## src/rtl/lsu_arbiter.sv

```systemverilog
// Two-port load/store request arbiter: a 2-entry FIFO per requester feeding one
// LSU issue port, with round-robin or fixed priority and tagged completion routing.
module lsu_arbiter #(
    parameter bit PRIO_RR = 1'b1
) (
    input  logic        clk,
    input  logic        a_rst,

    input  logic        p0_valid,
    output logic        p0_ready,
    input  logic [15:0] p0_addr,
    input  logic [15:0] p0_data,
    input  logic        p0_width,
    input  logic        p0_cmd,
    output logic        p0_done,
    output logic        p0_done_seq,

    input  logic        p1_valid,
    output logic        p1_ready,
    input  logic [15:0] p1_addr,
    input  logic [15:0] p1_data,
    input  logic        p1_width,
    input  logic        p1_cmd,
    output logic        p1_done,
    output logic        p1_done_seq,

    output logic [15:0] rq_addr,
    output logic [15:0] rq_data,
    output logic        rq_width,
    output logic        rq_cmd,
    output logic [1:0]  rq_tag,
    output logic        rq_start,
    input  logic        rq_hold,

    input  logic        rs_wb,
    input  logic [1:0]  rs_tag
);

    localparam int unsigned AW    = 16;
    localparam int unsigned DW    = 16;
    localparam int unsigned NP    = 2;
    localparam int unsigned DEPTH = 2;
    localparam int unsigned CW    = 2;

    typedef struct packed {
        logic [AW-1:0] addr;
        logic [DW-1:0] data;
        logic          width;
        logic          cmd;
        logic          seq;
    } entry_t;

    entry_t          mem [NP][DEPTH];
    entry_t          in_entry [NP];
    logic [CW-1:0]   count [NP];
    logic [NP-1:0]   rd_ptr;
    logic [NP-1:0]   wr_ptr;
    logic [NP-1:0]   seq_cnt;
    logic [NP-1:0]   push;
    logic [NP-1:0]   pop;
    logic [NP-1:0]   non_empty;
    logic [NP-1:0]   full;
    logic            grant_c;
    logic            last_grant;
    entry_t          head;

    assign in_entry[0] = '{addr: p0_addr, data: p0_data, width: p0_width, cmd: p0_cmd, seq: seq_cnt[0]};
    assign in_entry[1] = '{addr: p1_addr, data: p1_data, width: p1_width, cmd: p1_cmd, seq: seq_cnt[1]};

    // FIFO status comes only from registered counts, so a pop never frees a slot in the same cycle
    always_comb begin
        non_empty = '0;
        full      = '0;
        for (int n = 0; n < int'(NP); n++) begin
            non_empty[n] = (count[n] != '0);
            full[n]      = (count[n] == CW'(DEPTH));
        end
    end

    assign p0_ready = ~full[0];
    assign p1_ready = ~full[1];
    assign push[0]  = p0_valid & ~full[0];
    assign push[1]  = p1_valid & ~full[1];

    // Arbitration: lone requester wins; on contention alternate or favour port 0
    always_comb begin
        grant_c = 1'b0;
        if (non_empty[0] && non_empty[1]) begin
            grant_c = PRIO_RR ? ~last_grant : 1'b0;
        end else if (non_empty[1]) begin
            grant_c = 1'b1;
        end
    end

    assign rq_start = ~rq_hold & (|non_empty);
    assign pop[0]   = rq_start & ~grant_c;
    assign pop[1]   = rq_start & grant_c;

    assign head     = mem[grant_c][rd_ptr[grant_c]];
    assign rq_addr  = head.addr;
    assign rq_data  = head.data;
    assign rq_width = head.width;
    assign rq_cmd   = head.cmd;
    assign rq_tag   = {grant_c, head.seq};

    // Entry storage carries no reset; validity is tracked by count
    always_ff @(posedge clk) begin
        for (int n = 0; n < int'(NP); n++) begin
            if (push[n]) begin
                mem[n][wr_ptr[n]] <= in_entry[n];
            end
        end
    end

    always_ff @(posedge clk or negedge a_rst) begin
        if (!a_rst) begin
            rd_ptr  <= '0;
            wr_ptr  <= '0;
            seq_cnt <= '0;
            for (int n = 0; n < int'(NP); n++) begin
                count[n] <= '0;
            end
        end else begin
            for (int n = 0; n < int'(NP); n++) begin
                if (push[n]) begin
                    wr_ptr[n]  <= ~wr_ptr[n];
                    seq_cnt[n] <= ~seq_cnt[n];
                end
                if (pop[n]) begin
                    rd_ptr[n] <= ~rd_ptr[n];
                end
                if (push[n] && !pop[n]) begin
                    count[n] <= count[n] + CW'(1);
                end else if (pop[n] && !push[n]) begin
                    count[n] <= count[n] - CW'(1);
                end
            end
        end
    end

    // Reset value 1 makes port 0 win the first contention
    always_ff @(posedge clk or negedge a_rst) begin
        if (!a_rst) begin
            last_grant <= 1'b1;
        end else if (rq_start) begin
            last_grant <= grant_c;
        end
    end

    // Completion pulse is steered to the port encoded in the tag's upper bit
    always_ff @(posedge clk or negedge a_rst) begin
        if (!a_rst) begin
            p0_done     <= 1'b0;
            p1_done     <= 1'b0;
            p0_done_seq <= 1'b0;
            p1_done_seq <= 1'b0;
        end else begin
            p0_done     <= rs_wb & ~rs_tag[1];
            p1_done     <= rs_wb &  rs_tag[1];
            p0_done_seq <= rs_wb & ~rs_tag[1] & rs_tag[0];
            p1_done_seq <= rs_wb &  rs_tag[1] & rs_tag[0];
        end
    end

endmodule

```

## config.mk

```make
export PLATFORM = sky130hd
export DESIGN_NAME = lsu_arbiter
export DESIGN_NICKNAME = d
export VERILOG_FILES = /design/src/rtl/lsu_arbiter.sv
export SDC_FILE = /design/constraint.sdc
export NUM_CORES = 1
export LEC_CHECK = 0
export ABC_AREA = 1
export BUFFER_PORTS_ARGS = -buffer_cell sky130_fd_sc_hd__buf_2
export CORE_UTILIZATION = 62
export CTS_BUF_LIST = sky130_fd_sc_hd__clkbuf_2 sky130_fd_sc_hd__clkbuf_4 sky130_fd_sc_hd__clkbuf_8
export CTS_CLUSTER_DIAMETER = 100
export DETAILED_ROUTE_END_ITERATION = 8
export PLACE_DENSITY_LB_ADDON = 0.08
export SYNTH_ARGS = -nofsm -noshare
export SYNTH_HDL_FRONTEND = slang
export SYNTH_SLANG_ARGS = --single-unit
```

## constraint.sdc

```tcl
create_clock -name clk -period 5.86 [get_ports clk]
set_input_delay 0.586 -clock clk [delete_from_list [all_inputs] [get_ports clk]]
set_output_delay 0.586 -clock clk [all_outputs]
set_load 0.01 [all_outputs]
```

==> summary.md <==
| Metric | Value |
|---|---|
| CP Capture Type | `output port` |
| Hold-fix buffer count after cts | `0` |
| Top-area cell type share of the netlist area | `around 67%` |
| # DRC | `0` |
| Width of the die | `just over 100 µm` |
| Fmax | `between 0.2 and 0.25 GHz` |
| Sequential share of power | `a little over a third` |
| Most common cell in the netlist | `nand2_1` |
| Clk_skew | `approximately 0.011 ns` |
| Dpl ws | `~2.1 ns` |
| Period utilization | `between 70% and 80%` |
| Total power | `0.00442 W` |
| Vias per inst | `5.32` |
| ANT nets after route | `0` |
| Synth Register Bits | `approximately 160` |
| Core Region | `between 9000 and 10,000 µm²` |
| Post-CTS setup buffer count | `0` |
| Worst r2r path cells | `10` |
| Gr usage total | `26.4%` |
| Fill cells | `710` |
| Cell Int Power | `0.00257 W` |
| CP arrival | `3.70 ns` |
| First-pass GRT wire length | `between 20,000 and 25,000 µm` |
| RSZ-0062 raised after global routing | `no` |
| WP buf/inv | `2` |
| Family with the most delay on the worst path | `simple AND/OR/NAND/NOR gates` |
| Syn_nets | `between 600 and 700` |
| Dpl hpwl | `a little under 8000 µm` |
| Crit path required time | `between 5 and 6 ns` |
| Routability congestion estimate | `0.788` |
| CP cell instances | `nor2_1, inv_2, nand2_2, nand2_1, nand2_2, nand2_1, nand2_1, buf_2` |
| Most frequent CP cell | `nand2_1` |
| Period minus WS final | `4.29 ns` |
| Clock Latency Late Sink | `0.43 ns` |
| CTS tree | `built` |
| Sequential fraction of the synthesis area | `72.5%` |
| Syn Area/Cell | `about 11 µm²` |
| Synthesized netlist cell count | `roughly 570` |
| Net Sw Frac | `approximately two fifths` |
| Post-route setup slack | `1.57 ns` |
| Peak VDD IR | `between 400 and 500 µV` |
| Synth Cell Area | `approximately 6300 µm²` |
| Crit-path slowest cell | `inv_2` |
| Setup_tns | `0 ns` |
| Switching power | `0.00185 W` |
| Via count | `roughly 4,400` |
| Layout cell share with drive strength beyond 1 | `about a quarter` |
| Status | `finished, final reports clean` |
| Synth Flop Type | `edfxtp_1` |
| RR Startpoint | `count[1]` |
| Max Cap Viol | `0` |
| Initial antenna violation count | `0` |
| R2R setup slack | `2.14 ns` |
| H-tree depth | `4` |
| Static Leak | `between 3 and 4 nW` |
| Site Rows | `36` |
| Drt wl/cell | `15.9 µm` |
| Clock Power Share | `18.8%` |
| Vias in the first global route | `~4,200` |
| Largest net degree at the start of global routing | `75` |
| First-pass iteration count of the detailed router | `7` |
| I/O pins | `between 100 and 150` |
| Final setup violation count | `0` |
| Slew @ Worst Pin | `approximately 1.3 ns` |
| Synth top cells by count | `260 x nand2_1, 140 x edfxtp_1, 74 x nand3_1` |
| FFs w/ async S/R, synth | `under 10%` |
| Synth area leader | `edfxtp_1` |
| Min Hold Slack | `around 0.040 ns` |
| Critical path's largest stage delay | `about 0.9 ns` |
| Synth Warn # | `0` |
| Synth-to-layout area growth | `17.1%` |
| ANT cells | `0` |
| Port Buffer Count | `about 120` |
| Power Density | `approximately 600 nW/µm²` |
| CP Launch Type | `flip-flop` |
| Chip Height | `~100 µm` |
| Post-synth EDFFs | `140` |
| Final Hold Viols | `0` |
| Fin nets | `752` |
| Total gr overflow | `0` |
| Area contributors post-synth | `edfxtp_1 67%, nand2_1 15%, nand3_1 5.9%` |
| Fin util | `between 70 and 80%` |
| Crit Path Class | `reg -> out` |
| Initial Util | `64.4%` |
| RR Endpoint | `count[1]` |
| Root Driver | `clkbuf_8` |
| Clock sink total | `around 160` |
| Post-synth cell types | `19` |
| CTS buffer count | `17` |
| Crit-path max FO | `74` |
| Slew Limit Headroom | `roughly 16%` |
| Comb pwr share | `44.7%` |
| Hold Path Class | `in -> async` |
| Slew Limit Fails | `0` |
| 1st-iter DRT viols | `265` |
| Routed Wire Length | `approximately 13,000 µm` |
| # resized after CTS | `0` |
| Clk slew on worst S/H paths | `approximately 0.080 ns` |
| Die area | `about 11,000 µm²` |
| Clock Path Buffers | `2` |
## flip-flops by register name, summed over array words and instances, names as in the netlist, 2 cells and up
name	cells
count	4
mem	140
rd_ptr	2
seq_cnt	2
wr_ptr	2
## per-layer routing
metal | part of all wire, % | GRT usage, % | vias up
li1 | - | - | 2114
met1 | 39 | 32.4 | 2034
met2 | 52 | 45.3 | 195
met3 | 8.1 | 6.78 | 20
met4 | 1.3 | 10.1 | 0
met5 | 0 | 0 | -
## cell type report
class / count / area (µm²) / share of cell area [%]
clock buffer: 17 / 234 / 3.16
timing repair buffer: 120 / 606 / 8.18
tap: 133 / 166 / 2.25
multi-input combinational: 365 / 1570 / 21.2
sequential: 155 / 4580 / 61.9
clock inverter: 15 / 189 / 2.55
inverter: 15 / 56.3 / 0.761
## power by group through the flow
stage | combinational [W] | clock [W] | sequential, W
2_1_floorplan | 0.00137 | 0 | 0.00162
3_3_place_gp | 0.00192 | 0 | 0.00163
3_5_place_dp | 0.00198 | 0 | 0.00164
4_1_cts | 0.00199 | 0.000844 | 0.00161
5_1_grt | 0.00222 | 0.000887 | 0.00164
6_report | 0.00198 | 0.000832 | 0.00161
## worst max path at each step
stage,from,cells past startpoint,endpoint
floorplan,count[2],4,mem[0][0]
detailed placement,count[1],8,rq_addr[3]
global route,count[1],8,rq_data[10]
finish,count[1],8,rq_addr[3]
CTS,count[1],8,rq_addr[3]
global placement,count[1],8,rq_addr[15]
## stage by stage
step | cells | instance area, µm²
2_1_floorplan | 565 | 6320
5_1_grt | 820 | 7400
3_5_place_dp | 788 | 6980
4_1_cts | 820 | 7400
3_3_place_gp | 788 | 6980
6_report | 820 | 7400
## kinds of logic after synthesis
logic type | share of synthesized area [%]
compound gates | 0.653
xor+xnor | 0.832
fa+ha+maj | 0.396
buf+inv | 3.19
flops | 72.5
simple gates | 22.5
## placed cells by master, fill, tap and decap left out
cell / n
clkinv_4: 4
clkbuf_8: 17
dfstp_2: 1
xor2_1: 1
edfxtp_1: 140
o21ai_0: 3
dfrtp_1: 14
nand2_1: 260
clkinv_2: 1
clkinvlp_4: 2
ha_1: 2
nor2_4: 4
nor3_1: 1
bufinv_16: 3
inv_1: 12
inv_6: 5
xnor2_1: 5
buf_4: 2
nor2_1: 9
inv_2: 3
nand2_2: 3
a21oi_1: 2
buf_2: 118
nand3_1: 74
o21ai_4: 1
(Power assumes the default switching activity.)
